<file path="config.mk">
export PLATFORM = sky130hd
export DESIGN_NAME = buyruk_getir_tamponu
export DESIGN_NICKNAME = d
export VERILOG_FILES = /design/src/rtl/buyruk_getir_tamponu.sv
export SDC_FILE = /design/constraint.sdc
export NUM_CORES = 1
export LEC_CHECK = 0
export BUFFER_PORTS_ARGS = -buffer_cell sky130_fd_sc_hd__buf_4
export CAP_MARGIN = 20
export CORE_AREA = 2 2 136 138
export CTS_CLUSTER_DIAMETER = 100
export DETAILED_ROUTE_END_ITERATION = 8
export DIE_AREA = 0 0 138 140
export GPL_ROUTABILITY_DRIVEN = 0
export GPL_TIMING_DRIVEN = 1
export PLACE_DENSITY = 0.56
export SLEW_MARGIN = 20
export SYNTH_ARGS = -nofsm -noshare
export SYNTH_HDL_FRONTEND = slang
export SYNTH_SLANG_ARGS = --single-unit
</file>
<file path="constraint.sdc">
create_clock -name clk_i -period 6.02 [get_ports clk_i]
set_input_delay 0 -clock clk_i [delete_from_list [all_inputs] [get_ports clk_i]]
set_output_delay 0 -clock clk_i [all_outputs]
set_load 0.01 [all_outputs]
</file>
<file path="src/rtl/buyruk_getir_tamponu.sv">
// Instruction-fetch buffer: one tagged instruction word in front of a
// variable-latency instruction memory with request/accept/response handshake.
module buyruk_getir_tamponu #(
  parameter int unsigned ZAMAN_ASIMI = 64,
  parameter logic [31:0] NOP_BUYRUK  = 32'h0000_0013
) (
  input  logic        clk_i,
  input  logic        rst_i,
  input  logic [31:0] adres_i,
  output logic [31:0] buyruk_o,
  output logic        buyruk_gecerli_o,
  output logic        durdur_o,
  output logic        hizali_degil_o,
  output logic        zaman_asimi_o,
  output logic        bellek_istek_o,
  output logic [31:0] bellek_adres_o,
  input  logic        bellek_kabul_i,
  input  logic        bellek_yanit_i,
  input  logic [31:0] bellek_veri_i
);

  localparam int unsigned SAYAC_W = $clog2(ZAMAN_ASIMI) + 1;
  localparam logic [SAYAC_W-1:0] SAYAC_SON = SAYAC_W'(ZAMAN_ASIMI - 1);
  localparam logic [SAYAC_W-1:0] SAYAC_BIR = SAYAC_W'(1);

  typedef enum logic [1:0] {
    BOS   = 2'd0,
    ISTEK = 2'd1,
    BEKLE = 2'd2
  } durum_t;

  durum_t             durum_reg, durum_next;
  logic [29:0]        etiket_reg, etiket_next;
  logic [31:0]        veri_reg, veri_next;
  logic               gecerli_reg, gecerli_next;
  logic [29:0]        istek_adres_reg, istek_adres_next;
  logic [SAYAC_W-1:0] sayac_reg, sayac_next;
  logic               bellek_istek_reg;
  logic [31:0]        bellek_adres_reg, bellek_adres_next;
  logic               zaman_asimi_reg, zaman_asimi_next;

  logic hizali;
  logic isabet;
  logic adres_eslesir;

  assign hizali        = (adres_i[1:0] == 2'b00);
  assign isabet        = gecerli_reg && (etiket_reg == adres_i[31:2]) && hizali;
  assign adres_eslesir = (istek_adres_reg == adres_i[31:2]);

  // Core-facing outputs are purely combinational so a hit costs no cycle.
  assign buyruk_o         = isabet ? veri_reg : NOP_BUYRUK;
  assign buyruk_gecerli_o = isabet;
  assign durdur_o         = hizali && !isabet;
  assign hizali_degil_o   = !hizali;

  assign bellek_istek_o = bellek_istek_reg;
  assign bellek_adres_o = bellek_adres_reg;
  assign zaman_asimi_o  = zaman_asimi_reg;

  always_comb begin
    durum_next       = durum_reg;
    etiket_next      = etiket_reg;
    veri_next        = veri_reg;
    gecerli_next     = gecerli_reg;
    istek_adres_next = istek_adres_reg;
    sayac_next       = sayac_reg;
    zaman_asimi_next = 1'b0;

    case (durum_reg)
      BOS: begin
        if (hizali && !isabet) begin
          istek_adres_next = adres_i[31:2];
          durum_next       = ISTEK;
        end
      end
      ISTEK: begin
        if (bellek_kabul_i) begin
          sayac_next = '0;
          durum_next = BEKLE;
        end
      end
      BEKLE: begin
        if (sayac_reg != SAYAC_SON) begin
          sayac_next = sayac_reg + SAYAC_BIR;
        end
        // A response for a PC the core has already left is dropped; BOS re-misses.
        if (bellek_yanit_i) begin
          if (adres_eslesir) begin
            etiket_next  = istek_adres_reg;
            veri_next    = bellek_veri_i;
            gecerli_next = 1'b1;
          end
          durum_next = BOS;
        end else if (sayac_reg == SAYAC_SON) begin
          zaman_asimi_next = 1'b1;
          durum_next       = ISTEK;
        end
      end
      default: begin
        durum_next = BOS;
      end
    endcase
  end

  // The request address only moves when a new request is about to be raised,
  // so it stays stable for the whole unaccepted window.
  always_comb begin
    bellek_adres_next = bellek_adres_reg;
    if (durum_next == ISTEK) begin
      bellek_adres_next = {istek_adres_next, 2'b00};
    end
  end

  always_ff @(posedge clk_i) begin
    if (rst_i) begin
      durum_reg        <= BOS;
      etiket_reg       <= '0;
      veri_reg         <= '0;
      gecerli_reg      <= 1'b0;
      istek_adres_reg  <= '0;
      sayac_reg        <= '0;
      bellek_istek_reg <= 1'b0;
      bellek_adres_reg <= '0;
      zaman_asimi_reg  <= 1'b0;
    end else begin
      durum_reg        <= durum_next;
      etiket_reg       <= etiket_next;
      veri_reg         <= veri_next;
      gecerli_reg      <= gecerli_next;
      istek_adres_reg  <= istek_adres_next;
      sayac_reg        <= sayac_next;
      bellek_istek_reg <= (durum_next == ISTEK);
      bellek_adres_reg <= bellek_adres_next;
      zaman_asimi_reg  <= zaman_asimi_next;
    end
  end

endmodule

</file>
Word-level counts from Yosys, hierarchy flattened. Index checks and enable logic that the tools add are counted.

Add/sub/neg operators: 1. Equal/unequal tests: 9. Multiplexer cells: 12. Bitwise logic cells: 1. Reductions and logical operators: 11.

Operators with widths (number): $eq A30 B30 Y1 (2); $mux W30 (2); $mux W32 (1); $mux W7 (2); $pmux W7 S2 (1); $mux W2 (4); $add A7 B1 Y7 const B (1); $eq A7 B6 Y1 const B (1); $ne A7 B6 Y1 const B (1); $pmux W2 S3 (1); $reduce_and A3 Y1 (2); $eq A2 B1 Y1 const B (2); $logic_not A2 Y1 (2); $ne A2 B2 Y1 const B (2); $logic_and A1 B1 Y1 (3); $reduce_or A3 Y1 (1); $eq A2 B2 Y1 const B (1); $logic_not A1 Y1 (2); $reduce_bool A2 Y1 (1); $mux W1 (1); $not A1 Y1 (1).

Register bits after elaboration: 134. Bits of input ports: 68. Output and inout bits: 69. Word-level logic and storage cells: 43.

Depth between registers and ports, before layout. Gate-level depths: netlist of run 1.

Depth after elaboration: 8. Gate-level depth with buffers: 7. Depth with buffers taken out: 6.

Worst setup path after synthesis of run 1. OpenSTA, ideal clock, no wires.

Kind: reg-to-reg. Start point: register sayac_reg[0]. End point: register bellek_adres_reg[3], in the netlist bellek_adres_o[3]. Setup time: 0.131 ns. Data arrival time: 1.780 ns. Required time: 5.889 ns. Path slack: 4.109 ns. Cell stages (with the launch flop): 8. Path buffers: 1. Clock period less this slack: 1.911 ns. Cell sequence: dfxtp_1 > ha_1 > nand3_1 > nor3_1 > a31oi_2 > clkbuf_1 > mux2i_1 > o31ai_1.

Cells in the longest elaborated chain, start to end: 5.

Ends and longest elaborated chain: start, declared (RTL line 37) `logic [SAYAC_W-1:0] sayac_reg, sayac_next;`; start signal, assigned (RTL line 131) `sayac_reg <= sayac_next;`; $eq A7 B6 Y1 (RTL line 94) `end else if (sayac_reg == SAYAC_SON) begin`; $mux W2 (RTL line 94); $mux W2 (RTL line 87) `if (bellek_yanit_i) begin`; $pmux W2 S3 (RTL line 69) `case (durum_reg)`; $eq A2 B1 Y1 (RTL line 109) `if (durum_next == ISTEK) begin`; end signal, assigned (RTL line 133) `bellek_adres_reg <= bellek_adres_next;`; end, declared (RTL line 39) `logic [31:0] bellek_adres_reg, bellek_adres_next;`.

Every way passes these cells. A chain may end at the register's enable or synchronous reset.

Worst setup path after layout of run 1.
Start point: register istek_adres_reg[5]. End point: register veri_reg[31].

Cells in the longest elaborated chain, start to end: 2.

Ends and longest elaborated chain: start, declared (RTL line 36) `logic [29:0] istek_adres_reg, istek_adres_next;`; start signal, assigned (RTL line 130) `istek_adres_reg <= istek_adres_next;`; $eq A30 B30 Y1 (RTL line 48) `assign adres_eslesir = (istek_adres_reg == adres_i[31:2]);`; $reduce_and A3 Y1 (no line); end signal, assigned (RTL line 128) `veri_reg <= veri_next;`; end, declared (RTL line 34) `logic [31:0] veri_reg, veri_next;`.

Every way passes these cells.

==> results of run 1 <==
-- synth_stat cells (all sizes together) (2+ instances only) --
cell     instances
o21ai           93
nand2b           3
a211oi           2
and2            29
nor2            10
nand2           34
xnor2           33
o2111ai         30
clkbuf          57
o31ai           31
nor4             8
nor3             4
and4             2
buf             10
inv              3
xor2            31
dfxtp          134
or4              2
nand4            9
a21oi           68
nand3           67
mux2i           30
o21a             2
-- through the flow --
| step | hold slack, ns | instances | area, um2 |
|---|---|---|---|
| after floorplan | 0.1519 | 703 | 6152 |
| after global placement | 0.2738 | 1007 | 7239 |
| after detailed placement | 0.2738 | 1007 | 7241 |
| after CTS | 0.02353 | 1100 | 8434 |
| after global routing | 0.05366 | 1102 | 8464 |
| final | 0.03906 | 1102 | 8464 |
-- power by group through the flow --
| stage | sequential (mW) | clock [mW] | combinational [mW] |
|---|---|---|---|
| 3_5_place_dp | 0.950 | 0 | 0.178 |
| 4_1_cts | 0.931 | 1.02 | 0.212 |
| 5_1_grt | 0.933 | 1.06 | 0.226 |
| 2_1_floorplan | 0.949 | 0 | 0.0849 |
| 6_report | 0.931 | 0.999 | 0.212 |
| 3_3_place_gp | 0.949 | 0 | 0.176 |
-- critical path, stage by stage, from the launching register on --
cell,delay (ns)
dfxtp_1,0.35
xnor2_1,0.29
nand4_1,0.21
nor4_4,0.93
buf_4,0.61
nand3_1,0.18
a21oi_1,0.19
-- layout make-up --
type / count / area share (%)
multi-input cells: 499 / 37.74
flip-flops and latches: 134 / 31.69
repair buffers: 207 / 20.40
clock buffers: 18 / 5.070
well taps: 229 / 3.385
inverters: 3 / 0.1330
clock inverters: 12 / 1.582
-- worst max-delay path by stage --
stage | to | depth (start not counted) | slack, ns
after floorplan | bellek_adres_o[3]$_SDFFE_PP0N_ | 7 | 4.11
after global placement | veri_reg[16]$_SDFFE_PP0P_ | 6 | 3.16
after global routing | veri_reg[31]$_SDFFE_PP0P_ | 6 | 3.04
after CTS | veri_reg[13]$_SDFFE_PP0P_ | 6 | 3.03
final | veri_reg[31]$_SDFFE_PP0P_ | 6 | 3.17
after detailed placement | veri_reg[13]$_SDFFE_PP0P_ | 6 | 3.06
-- cells by family after synthesis --
group | Yosys count | synth area share (%)
muxes | 31 | 5.067
adders and majority gates | 1 | 0.2035
DFF | 134 | 43.63
and+or+nand+nor | 173 | 14.86
other | 1 | 0.06099
buffers and inverters | 70 | 4.884
AOI/OAI and AO/OA | 228 | 22.18
xor gates and xnor gates | 64 | 9.117
-- metal layers --
layer / vias up / GRT usage [%] / part of all wire (%)
met3: 33 / 4.684 / 4.7
met2: 177 / 32.86 / 47
met1: 2874 / 25.88 / 46
met5: - / 0 / 0
met4: 0 / 7.787 / 2.1
li1: 2857 / - / -
==> summary.md, run 1 <==
| Metric | Value |
|---|---|
| Run status | finished, final reports clean |
| Root buffer cell | clkbuf_16 |
| Die Height | 140 um |
| Final Setup Violations | 0 |
| Final core occ | 47.61% |
| Minimum clock period | 2.851 ns |
| R2R cell count | 6 |
| First-pass GRT wire length | 31.28 mm |
| Worst Hold End | durum_reg[1]$_SDFF_PP0_ |
| H-tree levels | 4 |
| Total Die Area | 0.01932 mm2 |
| Fill cells | 1702 |
| Multi-input logic area | 0.003194 mm2 |
| Final Skew | 0.01268 ns |
| Final setup margin | 3.169 ns |
| Number of antenna violations at the first check in global routing | 0 |
| Sw Ratio | 24.38% |
| Setup TNS | 0 ns |
| Number of CTS-inserted buffers | 17 |
| Post-synthesis register bit count | 134 |
| Core Area | 0.01778 mm2 |
| EDFF count, synth | 0 |
| Hold Crit Start | rst_i |
| Final ANT Viol Nets | 0 |
| Crit path required time | 6.37 ns |
| Sequential-to-total area share from yosys stat | 43.63% |
| CTS resizes | 0 |
| TritonCTS Sinks | 134 |
| Crit path from | istek_adres_reg[5]$_SDFF_PP0_ |
| Grt ovf | 0 |
| Mapped Cells | 702 |
| Seq pwr share | 43.5% |
| FF/Latch Area | 0.002683 mm2 |
| Syn Area/Cell | 8.758 um2 |
| GR Util All Layers | 20.11% |
| Mapped Area | 0.006148 mm2 |
| Power share of the combinational group | 9.9% |
| Die width | 138 um |
| Final period utilization | 47.36% |
| Critical Path Sink Type | flip-flop |
| Sw power | 0.5220 mW |
| Reg2reg setup slack | 3.17 ns |
| Pwr Total | 2.141 mW |
| PD cells | 253.0 mW/mm2 |
| Avg WL per Cell | 17.78 um |
| DR iter-0 viols | 430 |
| Via Count | 5941 |
| Port Buffer Count | 134 |
| CTS max path bufs | 2 |
| Layout cells sized above 1 | 20.96% |
| Detailed Place HPWL | 12.34 mm |
| NumNets Final | 931 |
| Dpl ws | 3.061 ns |
| Worst-Margin Slew | 1.083 ns |
| Worst-Skew Late Latency | 0.43 ns |
| Top post-synthesis cells by area | dfxtp_1 44%, o21ai_0 6.3%, a21oi_1 5.5%, nand3_1 5.5%, mux2i_1 4.9% |
| Hold Path Cell Cnt | 2 |
| Fin. Hold Viols | 0 |
| Arrival time worst endpoint | 3.20 ns |
| Fin. max-slew vios | 0 |
| Antenna diode count | 0 |
| Async SR Flop Fraction | 0% |
| Via/cell ratio | 5.391 |
| Yosys top cell area share | 43.63% |
| Vias in the first global route | 5957 |
| Maximum number of pins on one net before global-route repair | 64 |
| DRC Markers | 0 |
| Peak VDD IR | 0.0001913 V |
| Fmax | 0.3507 GHz |
| I/O pins | 137 |
| Largest register FFs | 32 |
| Leak | 3.349 nW |
| Area growth syn-to-layout | 37.67% |
| Slew headroom | 27.82% |
| R2r endpoint | veri_reg[31]$_SDFFE_PP0P_ |
| Initial core utilization | 34.58% |
| Synth warn | 0 |
| Commonest non-fill, non-tap cell in the layout | buf_4 |
| Worst-path fanout max | 46 |
| FP Rows | 49 |
| Routed WL | 19.59 mm |
| Dominant synthesized flop cell | dfxtp_1 |
| Postcts setup bufs | 0 |
| CTS tree | built |
| Hold_buf cts | 63 |
| Int Power | 1.619 mW |
| Area leader, netlist | dfxtp_1 |
| RSZ-0062 raised after global routing | no |
| CP Launch Type | flip-flop |
| Most frequent cells in the layout | 142 x buf_4, 134 x dfxtp_1, 77 x o21ai_0 |
| Clock Power Share | 46.6% |
| Min-delay worst type | input port to flip-flop |
| Router iterations before antenna repair | 5 |
| CP Class | flip-flop to flip-flop |
| # Max-Cap Violations | 0 |
| Unique masters post-synth | 43 |
| Clock Pin Slew Worst Setup and Hold Paths | 0.06 ns |
| Critical R2R Launch | istek_adres_reg[5]$_SDFF_PP0_ |
Power figures use the tool's default switching activity.
==> run 2: changes to the inputs <==
==> constraint.sdc (replaced) <==
create_clock -name clk_i -period 2.7 [get_ports clk_i]
set_input_delay 0 -clock clk_i [delete_from_list [all_inputs] [get_ports clk_i]]
set_output_delay 0 -clock clk_i [all_outputs]
set_load 0.01 [all_outputs]
==> summary.md, run 2 (synthesis gave the netlist of run 1 again) <==
| Metric | Value |
|---|---|
| CP Class | flip-flop to output port |
| Maximum number of pins on one net before global-route repair | 62 |
| Final Setup Violations | 0 |
| Antenna diode count | 0 |
| Total Die Area | 0.01932 mm2 |
| CTS tree | built |
| Crit path from | etiket_reg[11]$_SDFFE_PP0P_ |
| TritonCTS Sinks | 134 |
| NumNets Final | 941 |
| Via/cell ratio | 5.390 |
| # Max-Cap Violations | 0 |
| Fin. Hold Viols | 0 |
| Setup TNS | 0 ns |
| Sw power | 1.156 mW |
| Arrival time worst endpoint | 2.49 ns |
| Leak | 3.460 nW |
| Layout cells sized above 1 | 21.81% |
| Fill cells | 1690 |
| Clock Power Share | 50.1% |
| Reg2reg setup slack | 0.41 ns |
| Minimum clock period | 2.495 ns |
| RSZ-0062 raised after global routing | no |
| Int Power | 3.958 mW |
| Final ANT Viol Nets | 0 |
| Peak VDD IR | 0.0004056 V |
| Router iterations before antenna repair | 6 |
| Number of CTS-inserted buffers | 17 |
| Vias in the first global route | 5948 |
| R2r endpoint | durum_reg[1]$_SDFF_PP0_ |
| I/O pins | 137 |
| Slew headroom | 46.34% |
| Run status | finished, final reports clean |
| Critical Path Sink Type | output port |
| Multi-input logic area | 0.003193 mm2 |
| First-pass GRT wire length | 31.46 mm |
| Avg WL per Cell | 17.47 um |
| Fin. max-slew vios | 0 |
| R2R cell count | 6 |
| CTS max path bufs | 2 |
| CP Launch Type | flip-flop |
| Area growth syn-to-layout | 40.68% |
| Most frequent cells in the layout | 149 x buf_4, 134 x dfxtp_1, 77 x o21ai_0 |
| Worst-Margin Slew | 0.7981 ns |
| Commonest non-fill, non-tap cell in the layout | buf_4 |
| Sw Ratio | 22.60% |
| Via Count | 6005 |
| Final period utilization | 92.39% |
| FF/Latch Area | 0.002683 mm2 |
| Largest register FFs | 32 |
| Pwr Total | 5.113 mW |
| Crit path required time | 2.70 ns |
| Worst-Skew Late Latency | 0.42 ns |
| Min-delay worst type | input port to flip-flop |
| Crit path to | buyruk_o[16] |
| Final Skew | 0.006353 ns |
| FP Rows | 49 |
| DR iter-0 viols | 377 |
| DRC Markers | 0 |
| GR Util All Layers | 20.10% |
| Grt ovf | 0 |
| Fmax | 0.4009 GHz |
| Seq pwr share | 40.6% |
| PD cells | 591.2 mW/mm2 |
| Detailed Place HPWL | 12.68 mm |
| Critical R2R Launch | sayac_reg[0]$_SDFFE_PP0P_ |
| Initial core utilization | 34.58% |
| H-tree levels | 4 |
| Clock Pin Slew Worst Setup and Hold Paths | 0.06 ns |
| Core Area | 0.01778 mm2 |
| Die Height | 140 um |
| Number of antenna violations at the first check in global routing | 0 |
| Power share of the combinational group | 9.3% |
| Root buffer cell | clkbuf_16 |
| Die width | 138 um |
| Port Buffer Count | 134 |
| Worst-path fanout max | 33 |
| Routed WL | 19.46 mm |
## run 2: changes by cell type in the layout (fill, tap and decap cells not counted)
| cell | previous run | this run |
|---|---|---|
| dlygate4sd3_1 | 63 | 65 |
| and4_2 | 0 | 1 |
| clkinv_4 | 3 | 2 |
| and4_4 | 1 | 0 |
| clkbuf_8 | 0 | 2 |
| clkinvlp_4 | 5 | 1 |
| bufinv_16 | 2 | 5 |
| buf_4 | 142 | 149 |
| buf_6 | 0 | 1 |
| clkinv_2 | 2 | 3 |
| buf_8 | 2 | 0 |
| buf_12 | 0 | 2 |
| inv_6 | 0 | 1 |
## run 2: timing repair
action,4_1_cts,5_1_grt
gates resized for setup,0,1
hold buffers,65,0
setup endpoints to repair,0,30
endpoints found under the hold margin,95,0
setup buffers,0,0
## run 2: per-layer routing
| metal | routed length (um) | global-route usage (%) |
|---|---|---|
| met5 | 0 | 0 |
| met4 | 518 | 7.734 |
| met3 | 967 | 3.932 |
| met2 | 9367 | 33.22 |
| met1 | 8605 | 26.04 |
## run 2: stage by stage
step	setup WS (ns)	utilization, %	hold WS, ns	instance area (um2)	std cells
after floorplan	0.7889	-	0.1519	6152	703
after global placement	0.4162	41.28	0.2733	7340	1017
after detailed placement	0.4209	41.28	0.2714	7340	1017
after CTS	0.09081	48.63	0.1431	8646	1114
after global routing	0.01320	48.65	0.2106	8650	1114
final	0.2054	48.65	0.1698	8650	1114
## run 2: how the worst min path moves through the flow
stage | start | to | slack (ns) | cells past startpoint
after global routing | bellek_kabul_i | sayac_reg[1]$_SDFFE_PP0P_ | 0.21 | 4
after global placement | bellek_veri_i[12] | veri_reg[12]$_SDFFE_PP0P_ | 0.27 | 3
after floorplan | bellek_veri_i[0] | veri_reg[0]$_SDFFE_PP0P_ | 0.15 | 2
final | bellek_kabul_i | sayac_reg[1]$_SDFFE_PP0P_ | 0.17 | 4
after detailed placement | bellek_veri_i[24] | veri_reg[24]$_SDFFE_PP0P_ | 0.27 | 3
after CTS | bellek_kabul_i | sayac_reg[1]$_SDFFE_PP0P_ | 0.14 | 4
## run 2: final cells by class
type	instances	area share [%]
multi-input cells	499	36.92
repair buffers	217	21.05
clock inverters	12	2.300
inverters	3	0.1302
flip-flops and latches	134	31.01
clock buffers	20	5.280
well taps	229	3.313
## run 2: worst max-delay path: stages (launching register included)
cell and delay [ns]:
dfxtp_1 0.32, xnor2_1 0.21, nand4_1 0.21, or4_1 0.64, nor3_4 0.15, buf_6 0.25, and2_1 0.18, buf_4 0.12
## run 2: power by group through the flow
stage | logic [mW] | clock network (mW) | registers (mW)
detailed placement | 0.398 | 0 | 2.12
finish | 0.474 | 2.56 | 2.08
global route | 0.512 | 2.70 | 2.08
CTS | 0.475 | 2.61 | 2.08
floorplan | 0.189 | 0 | 2.12
global placement | 0.393 | 0 | 2.12
==> run 3: changes to the inputs <==
--- a/config.mk
+++ b/config.mk
@@ -13,6 +13,7 @@
 export DIE_AREA = 0 0 138 140
 export GPL_ROUTABILITY_DRIVEN = 0
 export GPL_TIMING_DRIVEN = 1
+export MAX_ROUTING_LAYER = met4
 export PLACE_DENSITY = 0.56
 export SLEW_MARGIN = 20
 export SYNTH_ARGS = -nofsm -noshare
==> summary.md, run 3 (synthesis gave the netlist of run 1 again) <==
| Metric | Value |
|---|---|
| Run status | finished, final reports clean |
| Clock Power Share | 50.1% |
| Via/cell ratio | 5.400 |
| R2r endpoint | bellek_adres_o[7]$_SDFFE_PP0N_ |
| Final setup margin | 0.1975 ns |
| Root buffer cell | clkbuf_16 |
| Routed WL | 19.48 mm |
| Number of CTS-inserted buffers | 17 |
| Leak | 3.460 nW |
| Final period utilization | 92.69% |
| Via Count | 6016 |
| Peak VDD IR | 0.0004061 V |
| Worst-Margin Slew | 0.8194 ns |
| Detailed Place HPWL | 12.68 mm |
| Port Buffer Count | 134 |
| Placed Instances | 1017 |
| Worst-Skew Late Latency | 0.42 ns |
| Critical Path Sink Type | output port |
| Critical R2R Launch | etiket_reg[11]$_SDFFE_PP0P_ |
| TritonCTS Sinks | 134 |
| Fill cells | 1690 |
| Sw power | 1.156 mW |
| CP Class | flip-flop to output port |
| Minimum clock period | 2.503 ns |
| Seq pwr share | 40.6% |
| Die width | 138 um |
| PD cells | 591.2 mW/mm2 |
| Grt ovf | 0 |
| FF/Latch Area | 0.002683 mm2 |
| First-pass GRT wire length | 31.44 mm |
| Min-delay worst type | input port to flip-flop |
| Fin. Hold Viols | 0 |
| Fin. max-slew vios | 0 |
| H-tree levels | 4 |
| Reg2reg setup slack | 0.40 ns |
| Maximum number of pins on one net before global-route repair | 62 |
| Core Area | 0.01778 mm2 |
| Router iterations before antenna repair | 6 |
| Power share of the combinational group | 9.3% |
| CTS max path bufs | 2 |
| Crit path from | etiket_reg[11]$_SDFFE_PP0P_ |
| Initial core utilization | 34.58% |
| Setup TNS | 0 ns |
| # Max-Cap Violations | 0 |
| Slew headroom | 44.90% |
| CP Launch Type | flip-flop |
| RSZ-0062 raised after global routing | no |
| DR iter-0 viols | 370 |
| WHS | 0.1715 ns |
| Fmax | 0.3996 GHz |
| Area growth syn-to-layout | 40.68% |
| Vias in the first global route | 5932 |
| Commonest non-fill, non-tap cell in the layout | buf_4 |
| Dpl ws | 0.4209 ns |
| Hold Path Cell Cnt | 4 |
| Clock Pin Slew Worst Setup and Hold Paths | 0.06 ns |
| Most frequent cells in the layout | 149 x buf_4, 134 x dfxtp_1, 77 x o21ai_0 |
| Final ANT Viol Nets | 0 |
| Sw Ratio | 22.61% |
| FP Rows | 49 |
| Die Height | 140 um |
| Antenna diode count | 0 |
| Pwr Total | 5.114 mW |
| R2R cell count | 5 |
| DRC Markers | 0 |
| I/O pins | 137 |
| Avg WL per Cell | 17.49 um |
| Final Setup Violations | 0 |
| Total Die Area | 0.01932 mm2 |
| CTS tree | built |
| Layout cells sized above 1 | 21.81% |
| Final Skew | 0.005683 ns |
| Postcts setup bufs | 0 |
| NumNets Final | 941 |
| Multi-input logic area | 0.003193 mm2 |
| GR Util All Layers | 20.68% |
| Arrival time worst endpoint | 2.50 ns |
| Crit path to | buyruk_o[16] |
| Worst-path fanout max | 33 |
| Int Power | 3.958 mW |
| Number of antenna violations at the first check in global routing | 0 |
| Non-Filler Instances | 1114 |
| Largest register FFs | 32 |
| Crit path required time | 2.70 ns |
## run 3: cell counts in the layout (fill, tap and decap cells not counted)
No cell type changed its count.
## run 3: worst min-delay path by stage
stage                            startpoint  slack (ns)                   endpoint
after floorplan            bellek_veri_i[0]        0.15   veri_reg[0]$_SDFFE_PP0P_
after CTS                    bellek_kabul_i        0.14  sayac_reg[1]$_SDFFE_PP0P_
after global routing         bellek_kabul_i        0.21  sayac_reg[1]$_SDFFE_PP0P_
after global placement    bellek_veri_i[12]        0.27  veri_reg[12]$_SDFFE_PP0P_
after detailed placement  bellek_veri_i[24]        0.27  veri_reg[24]$_SDFFE_PP0P_
final                        bellek_kabul_i        0.17  sayac_reg[1]$_SDFFE_PP0P_
## run 3: repair_timing
action	in CTS	in global routing
hold endpoints to repair	95	0
gates resized for setup	0	1
endpoints found under the setup margin	0	29
hold buffers	65	0
## run 3: through the flow
step                cell area, um2  util (%)
floorplan                     6152         -
global placement              7340     41.28
detailed placement            7340     41.28
CTS                           8646     48.63
global route                  8650     48.65
finish                        8650     48.65
## run 3: routing by layer
metal	track usage [%]	part of all wire, %	up-vias
li1	-	-	2888
met1	26.08	45	2898
met2	33.27	48	202
met3	3.692	4.7	28
met4	7.734	2.3	0
met5	-	0	-
## run 3: final cells by class
| cell class | instances | area share [%] |
|---|---|---|
| inverters | 3 | 0.1302 |
| clock buffers | 20 | 5.280 |
| flip-flops and latches | 134 | 31.01 |
| well taps | 229 | 3.313 |
| repair buffers | 217 | 21.05 |
| multi-input cells | 499 | 36.92 |
| clock inverters | 12 | 2.300 |
## run 3: power by group through the flow
stage	registers, mW	clock network [mW]	logic, mW
2_1_floorplan	2.12	0	0.189
3_3_place_gp	2.12	0	0.393
3_5_place_dp	2.12	0	0.398
4_1_cts	2.08	2.61	0.475
5_1_grt	2.08	2.70	0.512
6_report	2.08	2.56	0.474
## run 3: critical path, cell delays in order, from the launching register on
cell and delay, ns:
dfxtp_1 0.32, xnor2_1 0.21, nand4_1 0.21, or4_1 0.64, nor3_4 0.15, buf_6 0.25
and2_1 0.18, buf_4 0.12
